### config.mk
export PLATFORM = sky130hd
export DESIGN_NAME = rst_seq_gen
export DESIGN_NICKNAME = d
export VERILOG_FILES = /design/src/rtl/rst_seq_gen.sv
export SDC_FILE = /design/constraint.sdc
export NUM_CORES = 1
export LEC_CHECK = 0
export ABC_AREA = 0
export CAP_MARGIN = 20
export CORE_MARGIN = 2
export CORE_UTILIZATION = 60
export DETAILED_ROUTE_END_ITERATION = 12
export PLACE_DENSITY = 0.81
export SYNTH_ARGS = -nofsm -noshare
export SYNTH_HDL_FRONTEND = slang
export SYNTH_SLANG_ARGS = --single-unit
### constraint.sdc
create_clock -name wb_clk_i -period 4.47 [get_ports wb_clk_i]
set_input_delay 0.894 -clock wb_clk_i [delete_from_list [all_inputs] [get_ports wb_clk_i]]
set_output_delay 0.894 -clock wb_clk_i [all_outputs]
set_load 0.02 [all_outputs]
### src/rtl/rst_seq_gen.sv
`default_nettype none
// ============================================================================
// Module   : rst_seq_gen
// Brief    : Cycle-counted reset sequencer: pre-delay, hold, staggered
//            per-channel release, then wait for controller init-done.
//            Optional WAIT_INIT watchdog enabled by RST_SEQ_WATCHDOG_EN.
// Revision : 1.0 - initial release
// ============================================================================
module rst_seq_gen #(
    parameter int NUM_CH       = 2,
    parameter int CNT_W        = 16,
    parameter int PRE_DLY      = 10,
    parameter int ASSERT_LEN   = 100,
    parameter int STAGGER      = 10,
    parameter int INIT_TIMEOUT = 1000
) (
    input  logic              wb_clk_i,
    input  logic              wb_rst_i,
    input  logic              start_i,
    input  logic              init_done_i,
    output logic [NUM_CH-1:0] rst_n_o,
    output logic              busy_o,
    output logic              done_o,
    output logic              timeout_o,
    output logic [2:0]        phase_o
);

    typedef enum logic [2:0] {
        ST_IDLE    = 3'd0,
        ST_PRE     = 3'd1,
        ST_HOLD    = 3'd2,
        ST_RELEASE = 3'd3,
        ST_WAIT    = 3'd4,
        ST_DONE    = 3'd5,
        ST_FAIL    = 3'd6
    } state_e;

    localparam int LAST_REL = (NUM_CH - 1) * STAGGER;

    // Saturation point: the largest count any state ever compares against.
    localparam int NEED_1 = (PRE_DLY > ASSERT_LEN) ? PRE_DLY : ASSERT_LEN;
    localparam int NEED_2 = (NEED_1 > LAST_REL) ? NEED_1 : LAST_REL;
    localparam int NEED   = (NEED_2 > INIT_TIMEOUT) ? NEED_2 : INIT_TIMEOUT;
    localparam longint CNT_ALL1 = (longint'(1) << CNT_W) - longint'(1);
    localparam logic [CNT_W-1:0] CNT_SAT =
        CNT_W'((longint'(NEED) < CNT_ALL1) ? longint'(NEED) : CNT_ALL1);

    localparam logic [CNT_W-1:0] PRE_LAST  = CNT_W'((PRE_DLY > 0) ? PRE_DLY - 1 : 0);
    localparam logic [CNT_W-1:0] HOLD_LAST = CNT_W'((ASSERT_LEN > 0) ? ASSERT_LEN - 1 : 0);
    localparam logic [CNT_W-1:0] REL_LAST  = CNT_W'((LAST_REL > 0) ? LAST_REL - 1 : 0);
`ifdef RST_SEQ_WATCHDOG_EN
    localparam logic [CNT_W-1:0] TMO_LAST  = CNT_W'((INIT_TIMEOUT > 0) ? INIT_TIMEOUT - 1 : 0);
`endif

    state_e            state_q, state_d;
    logic [CNT_W-1:0]  cnt_q, cnt_d, cnt_inc;
    logic [CNT_W:0]    cnt_nxt;
    logic [NUM_CH-1:0] rst_n_q, rst_n_d;
    logic              busy_q, busy_d;
    logic              done_q, done_d;
`ifdef RST_SEQ_WATCHDOG_EN
    logic              timeout_q, timeout_d;
`endif

    always_comb begin
        cnt_inc = (cnt_q >= CNT_SAT) ? cnt_q : cnt_q + CNT_W'(1);
        cnt_nxt = {1'b0, cnt_q} + (CNT_W + 1)'(1);
        state_d = state_q;
        cnt_d   = cnt_inc;
        rst_n_d = rst_n_q;

        case (state_q)
            ST_IDLE, ST_DONE, ST_FAIL: begin
                cnt_d = '0;
                if (start_i) begin
                    if (PRE_DLY == 0) begin
                        state_d = ST_HOLD;
                        rst_n_d = '0;
                    end else begin
                        state_d = ST_PRE;
                        rst_n_d = '1;
                    end
                end
            end
            ST_PRE: begin
                if (cnt_q == PRE_LAST) begin
                    state_d = ST_HOLD;
                    cnt_d   = '0;
                    rst_n_d = '0;
                end
            end
            ST_HOLD: begin
                if (cnt_q == HOLD_LAST) begin
                    cnt_d = '0;
                    if (LAST_REL == 0) begin
                        state_d = ST_WAIT;
                        rst_n_d = '1;
                    end else begin
                        state_d    = ST_RELEASE;
                        rst_n_d    = '0;
                        rst_n_d[0] = 1'b1;
                    end
                end
            end
            ST_RELEASE: begin
                // cnt_nxt is the number of cycles since RELEASE entry after this edge
                for (int k = 0; k < NUM_CH; k++) begin
                    if (cnt_nxt >= (CNT_W + 1)'(k * STAGGER)) begin
                        rst_n_d[k] = 1'b1;
                    end
                end
                if (cnt_q == REL_LAST) begin
                    state_d = ST_WAIT;
                    cnt_d   = '0;
                end
            end
            ST_WAIT: begin
                if (init_done_i) begin
                    state_d = ST_DONE;
                    cnt_d   = '0;
                end
`ifdef RST_SEQ_WATCHDOG_EN
                else if (cnt_q == TMO_LAST) begin
                    state_d = ST_FAIL;
                    cnt_d   = '0;
                    rst_n_d = '0;
                end
`endif
            end
            default: begin
                state_d = ST_IDLE;
                cnt_d   = '0;
                rst_n_d = '1;
            end
        endcase

        busy_d = (state_d == ST_PRE) || (state_d == ST_HOLD) ||
                 (state_d == ST_RELEASE) || (state_d == ST_WAIT);
        done_d = (state_d == ST_DONE);
`ifdef RST_SEQ_WATCHDOG_EN
        timeout_d = (state_d == ST_FAIL);
`endif
    end

    always_ff @(posedge wb_clk_i) begin
        if (wb_rst_i) begin
            state_q   <= ST_IDLE;
            cnt_q     <= '0;
            rst_n_q   <= '1;
            busy_q    <= 1'b0;
            done_q    <= 1'b0;
`ifdef RST_SEQ_WATCHDOG_EN
            timeout_q <= 1'b0;
`endif
        end else begin
            state_q   <= state_d;
            cnt_q     <= cnt_d;
            rst_n_q   <= rst_n_d;
            busy_q    <= busy_d;
            done_q    <= done_d;
`ifdef RST_SEQ_WATCHDOG_EN
            timeout_q <= timeout_d;
`endif
        end
    end

    assign rst_n_o = rst_n_q;
    assign busy_o  = busy_q;
    assign done_o  = done_q;
    assign phase_o = state_q;
`ifdef RST_SEQ_WATCHDOG_EN
    assign timeout_o = timeout_q;
`else
    assign timeout_o = 1'b0;
`endif

endmodule
`default_nettype wire

# Word-level counts from Yosys, hierarchy flattened
# Index checks and enable logic that the tools add are counted.
# op_classes
n_addsub,2
n_lt_le_gt_ge,3
eq_ne,18
mux,17
n_bitwise,1
n_reduce_logical,8
# op_table
op,n
$mux W16,4
$pmux W16 S3,1
$add A16 B1 Y17 const B,1
$ge A17 B1 Y1 const B,1
$ge A17 B4 Y1 const B,1
$add A16 B1 Y16 const B,1
$eq A16 B4 Y1 const B,1
$eq A16 B7 Y1 const B,1
$ge A16 B10 Y1 const B,1
$eq A3 B3 Y1 const B,5
$mux W3,5
$pmux W3 S5,1
$eq A3 B2 Y1 const B,4
$ne A2 B2 Y1 const B,5
$pmux W2 S5,1
$reduce_and A5 Y1,2
$eq A3 B1 Y1 const B,2
$mux W2,3
$logic_not A3 Y1,1
$logic_or A1 B1 Y1,3
$reduce_or A3 Y1,1
$mux W1,2
$reduce_or A2 Y1,1
$not A1 Y1,1
# totals
register_bits,23
inputBits,4
wordCells,55

# Depth between registers and ports, before layout
# depth
depth_word,7
ltp_mapped,10

# Least setup slack after synthesis
# No wires, ideal clock.
# synth_timing
kind,register -> register
start,register cnt_q[0]
end,"register rst_n_q[1], in the netlist rst_n_o[1]"
setup_time_ps,120
t_arrival_ps,2026
path_slack_ps,2324
path_stages_with_launch,7
cell_sequence,dfxtp_1 -> nand4_2 -> or2_4 -> or4_4 -> a221oi_2 -> nand4_1 -> a211o_1
# synth_between
elab_chain_cells,4
# synth_rtl
item,line,text
"start, declared",56,"logic [CNT_W-1:0] cnt_q, cnt_d, cnt_inc;"
"start signal, assigned",157,cnt_q <= cnt_d;
$add A16 B1 Y17,67,"cnt_nxt = {1'b0, cnt_q} + (CNT_W + 1)'(1);"
$ge A17 B4 Y1,108,if (cnt_nxt >= (CNT_W + 1)'(k * STAGGER)) begin
$ne A2 B2 Y1 (no source line),-,
$reduce_and A5 Y1 (no source line) *,-,
"end signal, assigned",158,rst_n_q <= rst_n_d;
"end, declared",58,"logic [NUM_CH-1:0] rst_n_q, rst_n_d;"
# Mark *: on every way between the ends. The rest lies on a longest branch, timed or not.
# A chain may end at the register's enable or synchronous reset.

# Worst setup path in the final report
# layout_timing
start,"register state_q[0], in the netlist phase_o[0]"
end,output port phase_o[0]
# layout_rtl
item,line,text
"start, declared",55,"state_e state_q, state_d;"
"start signal, assigned",156,state_q <= state_d;
"end, declared",25,output logic [2:0] phase_o
# No word-level cell between the ends.

==> out/qor.txt <==
Router iterations before antenna repair = 4
Via density = 6.16
Sw frac = 24.4%
CTS tree = yes
Share of cells above drive strength 1 = 7.58%
Buf/Inv on CP = 1
Endpoints failing hold = 0
Routed Antenna Nets = 0
Slew @ Worst Pin = 578 ps
Synth Area in XOR/XNOR = 5.34%
Commonest cells after routing, fill and taps aside = nor2_1, dfxtp_1, nand2_1
Pwr Density = 214 mW/mm²
NetSw = 82.0 µW
Area share of the largest cell type after synthesis = 31.2%
Mux share of post-synthesis cell area = 0.678%
Setup ws final = 1940 ps
CP Capture Type = output port
Critical path class = reg -> out
Syn-to-layout area delta = 6.36%
Grt peak-use layer = met2
Max-Cap Viols = 0
Total CTS buffers = 3
Crit share post-route = 56.6%
H-Tree Depth = 1
Vias in the first global route = 1198
Root Buffer = clkbuf_4
Main combinational cell family by area after synthesis = simple AND/OR/NAND/NOR gates
Min-delay worst type = reg -> reg
ANT cells = 0
Starting Density = 64.9%
CTS Buffer Depth = 2
Post-synthesis sequential area ratio = 31.2%
FF+latch count, synth = 23
Levels on crit path = 1
Post-synth design cell area = 0.00148 mm²
Ys async rst share = 0%
Met3 Use GR = 3.89%
Final std cells w/o fill = 226
Leading cell type in the layout, fill and taps excluded = nor2_1
Gr usage total = 24.8%
Syn Nets = 202
First-pass GRT wire length = 5250 µm
Worst-path clk slew = 120 ps
Routed Wire Length = 3200 µm
DRC = 0
CTS sink cnt = 23
CP required = 3580 ps
Post-route cell area = 0.00157 mm²
I/O pin cnt = 12
Dpl cells = 222
Pwr Total = 336 µW
IO buf count = 10
Core area = 0.00228 mm²
Crit-path cells = clkdlybuf4s50_1
Leakage = 0.498 nW
Peak supply drop = 0.212 mV
Crit path time final = 2530 ps
Clk_skew = 10.1 ps
Core Util, Final = 69.0%
Slew Limit Fails = 0
Compound-Gate Fraction of Synth Area = 19.0%
EDFF count, synth = 0
RD Place Congestion = 0.858
Pin count of the biggest net entering global routing = 18
Die ar. = 0.00287 mm²
Max_slew headroom = 61.4%
Final Net Count = 206
CP arrival = 1640 ps
Internal power = 254 µW
Status = complete, no violations
Latest clock arrival within the worst-skew pair = 310 ps
Startpoint types = register
Power share of the clock group = 28.7%
Row cnt = 17
Leading register cell type out of synthesis = dfxtp_1
Largest cells by area after synthesis = dfxtp_1, nor2_1, nand2_1, a21oi_1, xnor2_1
Post-Synth Adder-Cell Area = 2.54%
DR iter-0 viols = 24
Cell taking the most area after synthesis = dfxtp_1
Met2 Usage GRT = 43.0%
GR Overflow Total = 0
Largest driver fanout on the critical path = 17
CP max stage cell = clkdlybuf4s50_1
Post-synthesis instance total = 195
Hold slack = 481 ps
RSZ-0062 raised after global routing = false
Detailed Place HPWL = 2330 µm
Die Ht = 53.6 µm
Fmax = 0.395 GHz
Fraction of the mapped netlist area in simple logic gates = 33.9%
Crit-path leading delay family = buffers and inverters
Antenna violations before repair = 0
Syn avg cell area = 7.57 µm²
CP max stage delay = 700 ps
Post-place instance area = 0.00154 mm²
Post-Place Worst Slack = 1960 ps
Worst r2r path cells = 7
Synth cell types = 48
Wire per inst = 14.2 µm
Yosys warning count = 0
CTS Hold Bufs = 0
# setup viols final = 0
Final TNS setup = 0 ps
Die W = 53.6 µm
Hold Crit Depth = 1
Grt met1 use = 30.1%
Logic pwr share = 8.3%
Reg power frac = 63.0%
Post-CTS setup buffers = 0
Total number of vias = 1392
CTS resizes = 0
==> kinds of logic (layout without fill, tap and decap cells) <==
kind of cell | after synthesis | count (layout)
flops | 23 | 23
simple gates | 96 | 96
other cells | 1 | 1
xor+xnor | 9 | 9
buf+inv | 21 | 24
mux | 1 | 1
fa+ha+maj | 3 | 3
compound gates | 41 | 41
==> area by class of cell <==
class / count / area (µm²)
Fill cell: 199 / 706
Timing Repair Buffer: 10 / 100
Inverter: 10 / 37.5
Multi-Input combinational cell: 151 / 911
Tap cell: 28 / 35.0
Sequential cell: 23 / 460
Clock buffer: 4 / 26.3
==> cells in the mapped netlist (all sizes together), types with 5 or more instances <==
library cell,instances
nor2,32
dfxtp,23
nand2,19
a21oi,10
inv,10
clkbuf,7
nor3,7
o21ai,7
nand4,6
nand2b,5
nand3,5
nor4,5
xnor2,5
==> power groups by stage <==
stage          sequential, mW  combinational [mW]  clock [mW]
6_report                0.212              0.0280      0.0964
5_1_grt                 0.213              0.0314       0.106
2_1_floorplan           0.216              0.0182           0
3_3_place_gp            0.216              0.0270           0
3_5_place_dp            0.217              0.0276           0
4_1_cts                 0.212              0.0279      0.0972
==> flip-flops by register name (all words and copies together), names as in the netlist <==
name and flops:
phase_o 3, cnt_q 16, busy_o 1, rst_n_o 2
done_o 1
==> per-layer routing <==
layer  up-vias  part of all wire [%]  wire length [µm]
met1       654                    46              1480
li1        690                     -                 -
met5         -                     0                 0
met2        40                    47              1510
met4         0                   2.3                75
met3         8                   4.1               131
==> worst paths after layout <==
| path | slack (ps) | to | startpoint |
|---|---|---|---|
| setup / recovery | 1940 | phase_o[0] | phase_o[0] |
| hold reg to reg | 480 | rst_n_o[0] | rst_n_o[0] |
| setup reg to reg | 1990 | rst_n_o[1] | cnt_q[0] |
| hold / removal | 480 | rst_n_o[0] | rst_n_o[0] |
Note: power is estimated with default switching activity, not from simulation.
